==> src/rtl/cache_mem_arbiter.sv <==
// Two-master (dcache m0, icache m1) arbiter onto a single AXI-like memory port.
// Define ARB_RR_EN for round-robin arbitration; the default build uses fixed priority (m0 over m1).
module cache_mem_arbiter #(
  parameter int ADDR_W = 32,
  parameter int DATA_W = 32
) (
  input  logic              clk,
  input  logic              rst,
  // dcache (read/write)
  input  logic              m0_req,
  input  logic              m0_we,
  input  logic [ADDR_W-1:0] m0_addr,
  input  logic [DATA_W-1:0] m0_wdata,
  output logic [DATA_W-1:0] m0_rdata,
  output logic              m0_done,
  // icache (read-only)
  input  logic              m1_req,
  input  logic [ADDR_W-1:0] m1_addr,
  output logic [DATA_W-1:0] m1_rdata,
  output logic              m1_done,
  // memory side
  output logic [ADDR_W-1:0] mem_addr,
  output logic              mem_arvalid,
  input  logic              mem_arready,
  input  logic              mem_rvalid,
  input  logic [DATA_W-1:0] mem_rdata,
  output logic              mem_rready,
  output logic              mem_awvalid,
  input  logic              mem_awready,
  output logic              mem_wvalid,
  output logic [DATA_W-1:0] mem_wdata,
  input  logic              mem_wready,
  input  logic              mem_bvalid,
  output logic              mem_bready
);

  localparam logic [2:0] S_IDLE    = 3'd0;
  localparam logic [2:0] S_RD_ADDR = 3'd1;
  localparam logic [2:0] S_RD_DATA = 3'd2;
  localparam logic [2:0] S_WR_REQ  = 3'd3;
  localparam logic [2:0] S_WR_RESP = 3'd4;

  logic [2:0]        r_state;
  logic              r_id;          // 0 = m0 owns the bus, 1 = m1
  logic [ADDR_W-1:0] r_mem_addr;
  logic [DATA_W-1:0] r_mem_wdata;
  logic [DATA_W-1:0] r_m0_rdata;
  logic [DATA_W-1:0] r_m1_rdata;
  logic              r_m0_done;
  logic              r_m1_done;
  logic              r_arvalid;
  logic              r_rready;
  logic              r_awvalid;
  logic              r_wvalid;
  logic              r_bready;
`ifdef ARB_RR_EN
  logic              r_last;        // id granted most recently
`endif

  logic w_req0;
  logic w_req1;
  logic w_any;
  logic w_grant;
  logic w_is_write;

  // A requester whose done is high this cycle is still holding req from the
  // finished transaction, so it must not be re-granted.
  // NOTE: every always_comb output gets a default first so no latch is inferred.
  always_comb begin
    w_req0  = m0_req && !r_m0_done;
    w_req1  = m1_req && !r_m1_done;
    w_any   = w_req0 || w_req1;
    w_grant = 1'b0;
`ifdef ARB_RR_EN
    if (w_req0 && w_req1) w_grant = ~r_last;
    else                  w_grant = w_req1;
`else
    w_grant = !w_req0;
`endif
    w_is_write = !w_grant && m0_we;
  end

  // NOTE: sequential state uses non-blocking assignments only.
  always_ff @(posedge clk or posedge rst) begin
    if (rst) begin
      r_state     <= S_IDLE;
      r_id        <= 1'b0;
      r_mem_addr  <= '0;
      r_mem_wdata <= '0;
      r_m0_rdata  <= '0;
      r_m1_rdata  <= '0;
      r_m0_done   <= 1'b0;
      r_m1_done   <= 1'b0;
      r_arvalid   <= 1'b0;
      r_rready    <= 1'b0;
      r_awvalid   <= 1'b0;
      r_wvalid    <= 1'b0;
      r_bready    <= 1'b0;
`ifdef ARB_RR_EN
      r_last      <= 1'b1;
`endif
    end else begin
      r_m0_done <= 1'b0;
      r_m1_done <= 1'b0;
      case (r_state)
        S_IDLE: begin
          if (w_any) begin
            r_id       <= w_grant;
            r_mem_addr <= w_grant ? m1_addr : m0_addr;
`ifdef ARB_RR_EN
            r_last     <= w_grant;
`endif
            if (w_is_write) begin
              r_mem_wdata <= m0_wdata;
              r_awvalid   <= 1'b1;
              r_wvalid    <= 1'b1;
              r_state     <= S_WR_REQ;
            end else begin
              r_arvalid <= 1'b1;
              r_state   <= S_RD_ADDR;
            end
          end
        end
        S_RD_ADDR: begin
          if (mem_arready) begin
            r_arvalid <= 1'b0;
            r_rready  <= 1'b1;
            r_state   <= S_RD_DATA;
          end
        end
        S_RD_DATA: begin
          if (mem_rvalid) begin
            r_rready <= 1'b0;
            if (r_id) begin
              r_m1_rdata <= mem_rdata;
              r_m1_done  <= 1'b1;
            end else begin
              r_m0_rdata <= mem_rdata;
              r_m0_done  <= 1'b1;
            end
            r_state <= S_IDLE;
          end
        end
        S_WR_REQ: begin
          // Address and data channels complete independently; move on once
          // both valids have dropped.
          if (r_awvalid && mem_awready) r_awvalid <= 1'b0;
          if (r_wvalid && mem_wready)   r_wvalid  <= 1'b0;
          if (!r_awvalid && !r_wvalid) begin
            r_bready <= 1'b1;
            r_state  <= S_WR_RESP;
          end
        end
        S_WR_RESP: begin
          if (mem_bvalid) begin
            r_bready  <= 1'b0;
            r_m0_done <= 1'b1;
            r_state   <= S_IDLE;
          end
        end
        default: r_state <= S_IDLE;
      endcase
    end
  end

  assign m0_rdata    = r_m0_rdata;
  assign m0_done     = r_m0_done;
  assign m1_rdata    = r_m1_rdata;
  assign m1_done     = r_m1_done;
  assign mem_addr    = r_mem_addr;
  assign mem_arvalid = r_arvalid;
  assign mem_rready  = r_rready;
  assign mem_awvalid = r_awvalid;
  assign mem_wvalid  = r_wvalid;
  assign mem_wdata   = r_mem_wdata;
  assign mem_bready  = r_bready;

endmodule

==> config.mk <==
export PLATFORM = sky130hd
export DESIGN_NAME = cache_mem_arbiter
export DESIGN_NICKNAME = d
export VERILOG_FILES = /design/src/rtl/cache_mem_arbiter.sv
export SDC_FILE = /design/constraint.sdc
export NUM_CORES = 1
export LEC_CHECK = 0
export CAP_MARGIN = 20
export CORE_ASPECT_RATIO = 1.1
export CORE_UTILIZATION = 37
export CTS_CLUSTER_DIAMETER = 200
export DETAILED_ROUTE_END_ITERATION = 12
export HOLD_SLACK_MARGIN = 0.06
export PLACE_DENSITY_LB_ADDON = 0.12
export SLEW_MARGIN = 20
export SYNTH_ARGS = -nofsm -noshare
export SYNTH_HDL_FRONTEND = slang
export SYNTH_SLANG_ARGS = --single-unit
==> constraint.sdc <==
create_clock -name clk -period 4.7 [get_ports clk]
set_clock_uncertainty 0.2 [all_clocks]
set_input_delay 0.94 -clock clk [delete_from_list [all_inputs] [get_ports clk]]
set_output_delay 0.94 -clock clk [all_outputs]
set_load 0.02 [all_outputs]
==> flow_metrics.tcl <==
set metrics [dict create \
    outcome "finished clean" \
    slowest_stage "and3_2" \
    drc 0 \
    finalCritPeriodShare_pct 61.91 \
    wl_per_cell_um 16.86 \
    drt-initial-drc-count 172 \
    gp_congestion 0.7579 \
    async_flop_share_pct 100.0 \
    postCtsResizedCells 0 \
    path_max_fanout 34 \
    synth_nets 501 \
    grt_pass1_wl_um 22580 \
    cts_root_buf "clkbuf_16" \
    synth_area_leaders "dfrtp_1 (61%), mux2_2 (21%), mux2_1 (10%)" \
    drive_gt1_share_pct 22.73 \
    syn_area_per_cell_um2 15.76 \
    fin_crit_ns 2.910 \
    synth-xor-area-share_pct 0 \
    total_power_uw 6662 \
    antenna_found_initial 0 \
    worst_slew_pin_slew_ns 0.8827 \
    synth-seq-area-share_pct 60.79 \
    crit_chain "clkdlybuf4s50_1, nor2b_1, and3_2, mux2_2" \
    synth_seq_cells 139 \
    synth_top_family_by_area "multiplexers" \
    slew_violations 0 \
    rsz0062_at_grt "no" \
    fp-row-count 47 \
    avgViaCountPerCell 4.739 \
    worstSetupEndpointType "register" \
    maxSlewHeadroom_pct 41.09 \
    grt_start_max_net_pins 66 \
    coreArea_um2 15050 \
    cts_buffers 17 \
    synthMuxAreaShare_pct 31.49 \
    nets 776 \
    p_leak_uw 0.003826 \
    vias 4014 \
    cts_setup_buffers 0 \
    tns_ns 0 \
    die_x_um 120.6 \
    fp.dieH_um 132.4 \
    crit_type "input pin to register" \
    antenna_left 0 \
    report.final.setup_viol 0 \
    clk_latency_ns 0.41 \
    first_global_vias 4425 \
    dr_wl_met2_um 7295 \
    dr.pass1.iters 4 \
    synth-edff-count 0 \
    antenna_cells 0 \
    worstSetupPathDepth 4 \
    crit_buf_inv 1 \
    clkTransAtPathRegs_ns 0.06 \
    die-area_um2 15970 \
    yosys.area.top_type "dfrtp_1" \
    initial_core_util_pct 38.01 \
    crit_path_max_incr_delay_ns 0.81 \
    yosysWarnings 0 \
    start_kind "input pin" \
    met3WireLength_um 1441 \
    hold_path_depth 1 \
    cts_tree "done" \
    cts.sinks 139 \
    reg2regPathDepth 3 \
    hp-class "register to register" \
    synth.top_cell.area_share_pct 60.79 \
    dp_hpwl_um 10620 \
    fmax_mhz 343.7 \
    r2r-end "m1_rdata[26]" \
    synth_compound_area_share_pct 2.274 \
    m1WireLength_um 5324 \
    cp.arrival_ns 3.01 \
    rrSetupSlack_ns 2.30 \
    synthSimpleGateAreaFrac_pct 2.143 \
    report.final.hold_viol_count 0 \
    cp_data_required_time_ns 4.80 \
    synth.distinct_cells 31 \
    clock_path_buffers 2 \
    portBuffers 272 \
    track_usage_pct 18.58 \
    ios 273 \
    top_layer_used "met4" \
    whs_endpoint "m0_rdata[18]" \
    synthAdderAreaFrac_pct 0 \
    htree_levels 4 \
    p_per_area_nw_per_um2 723.6 \
    cpLargestDelayFamily "simple AND/OR/NAND/NOR gates" \
    grt_overflow 0 \
    ir_drop_mv 0.3776 \
    yosys_most_used_dff "dfrtp_1" \
    min_from "m0_rdata[18]" \
    reg2reg_from "r_state[2]" \
    syn-cell-area_um2 5722 \
    synth_cells 363 \
    cts_hold_buf 0 \
    maxCapViolations 0 \
    syn_to_final_growth_pct 60.92 \
    drt_wl_total_um 14280 \
]
## power by group
part / internal, uW / leakage [uW] / total [uW] / switching (uW)
Clock: 916 / 0.000297 / 1400 / 480
Sequential: 1810 / 0.00166 / 2130 / 329
Combinational: 1680 / 0.00187 / 3130 / 1450
Total: 4400 / 0.00383 / 6660 / 2260
## Yosys cell counts, types with 2 or more instances
cell type / number
a21oi_1: 2
a21o_1: 5
nor2b_1: 3
nand2b_1: 2
a31oi_1: 2
nand2_1: 2
o21ai_0: 2
nor2_1: 2
inv_1: 5
buf_6: 9
nor3_1: 2
buf_2: 7
buf_4: 3
clkbuf_1: 2
mux2_2: 109
mux2_1: 51
nand3_1: 3
dfrtp_1: 139
## metrics by stage
step / worst slack [ns] / instances / utilization, % / area, um2 / hold slack [ns]
4_1_cts: 1.776 / 847 / 61.16 / 9208 / 0.2858
3_3_place_gp: 1.439 / 815 / 56.98 / 8578 / 0.2681
2_1_floorplan: 1.825 / 363 / - / 5725 / 0.3559
6_report: 1.790 / 847 / 61.16 / 9208 / 0.2799
3_5_place_dp: 1.349 / 815 / 56.98 / 8578 / 0.2740
5_1_grt: 1.670 / 847 / 61.16 / 9208 / 0.2993
## layout make-up
| type | instances | area [um2] |
|---|---|---|
| clock buffers | 22 | 464.2 |
| clock inverters | 10 | 165.2 |
| fillers | 1206 | 5847 |
| inverters | 6 | 26.28 |
| multi-input cells | 197 | 2056 |
| flip-flops and latches | 139 | 3478 |
| well taps | 196 | 245.2 |
| repair buffers | 277 | 2773 |
## state kept, by name (all words and copies together) (netlist names), 3 cells and up
signal and flops:
m0_rdata 32, mem_wdata 32, m1_rdata 32, mem_addr 32, r_state 3
## worst max path at each step
stage | from | to | slack [ns]
CTS | m0_req | mem_wdata[29] | 1.78
global route | m0_req | mem_wdata[29] | 1.67
finish | m0_req | mem_wdata[14] | 1.79
floorplan | rst | m0_done | 1.82
global placement | m0_req | mem_wdata[15] | 1.44
detailed placement | m0_req | mem_wdata[14] | 1.35
## logic make-up (layout without fill, tap and decap cells)
group                  after synthesis  in the layout
multiplexers                       160            160
AO/OA/AOI/OAI                       18             18
flip-flops                         139            139
buffers and inverters               27            315
AND/OR/NAND/NOR                     19             19
## routing by layer
layer  global-route usage, %  vias to the layer above
li1                        -                     1842
met1                   19.88                     1984
met2                   32.22                      172
met3                   7.888                       16
met4                   7.270                        0
met5                       0                        -
## placed cells by master (no fill, tap or decap)
cell type / Yosys / final
o311ai_0: 1 / 1
clkinv_2: 0 / 1
and3_2: 0 / 1
and2b_1: 1 / 1
o31a_1: 1 / 1
nor3_1: 2 / 2
a211oi_1: 1 / 1
clkbuf_1: 2 / 3
clkbuf_16: 0 / 17
nor2_1: 2 / 2
nand3_1: 3 / 3
clkbuf_8: 0 / 2
clkinv_4: 0 / 2
mux2_2: 109 / 109
nand3_2: 1 / 1
a2bb2oi_1: 1 / 1
nand2_1: 2 / 2
inv_1: 5 / 4
a21oi_1: 2 / 2
mux2_1: 51 / 51
dfrtp_1: 139 / 139
or3_1: 1 / 1
a221oi_1: 1 / 1
bufinv_16: 0 / 4
clkdlybuf4s50_1: 0 / 272
nor2b_1: 3 / 3
a21o_1: 5 / 5
nand2b_1: 2 / 2
buf_12: 0 / 1
o21ai_0: 2 / 2
clkinvlp_4: 0 / 4
a31oi_1: 2 / 2
inv_2: 1 / 1
o21a_1: 1 / 1
nor4_4: 1 / 1
buf_4: 3 / 4
a32o_1: 1 / 1
(Power assumes the default switching activity.)
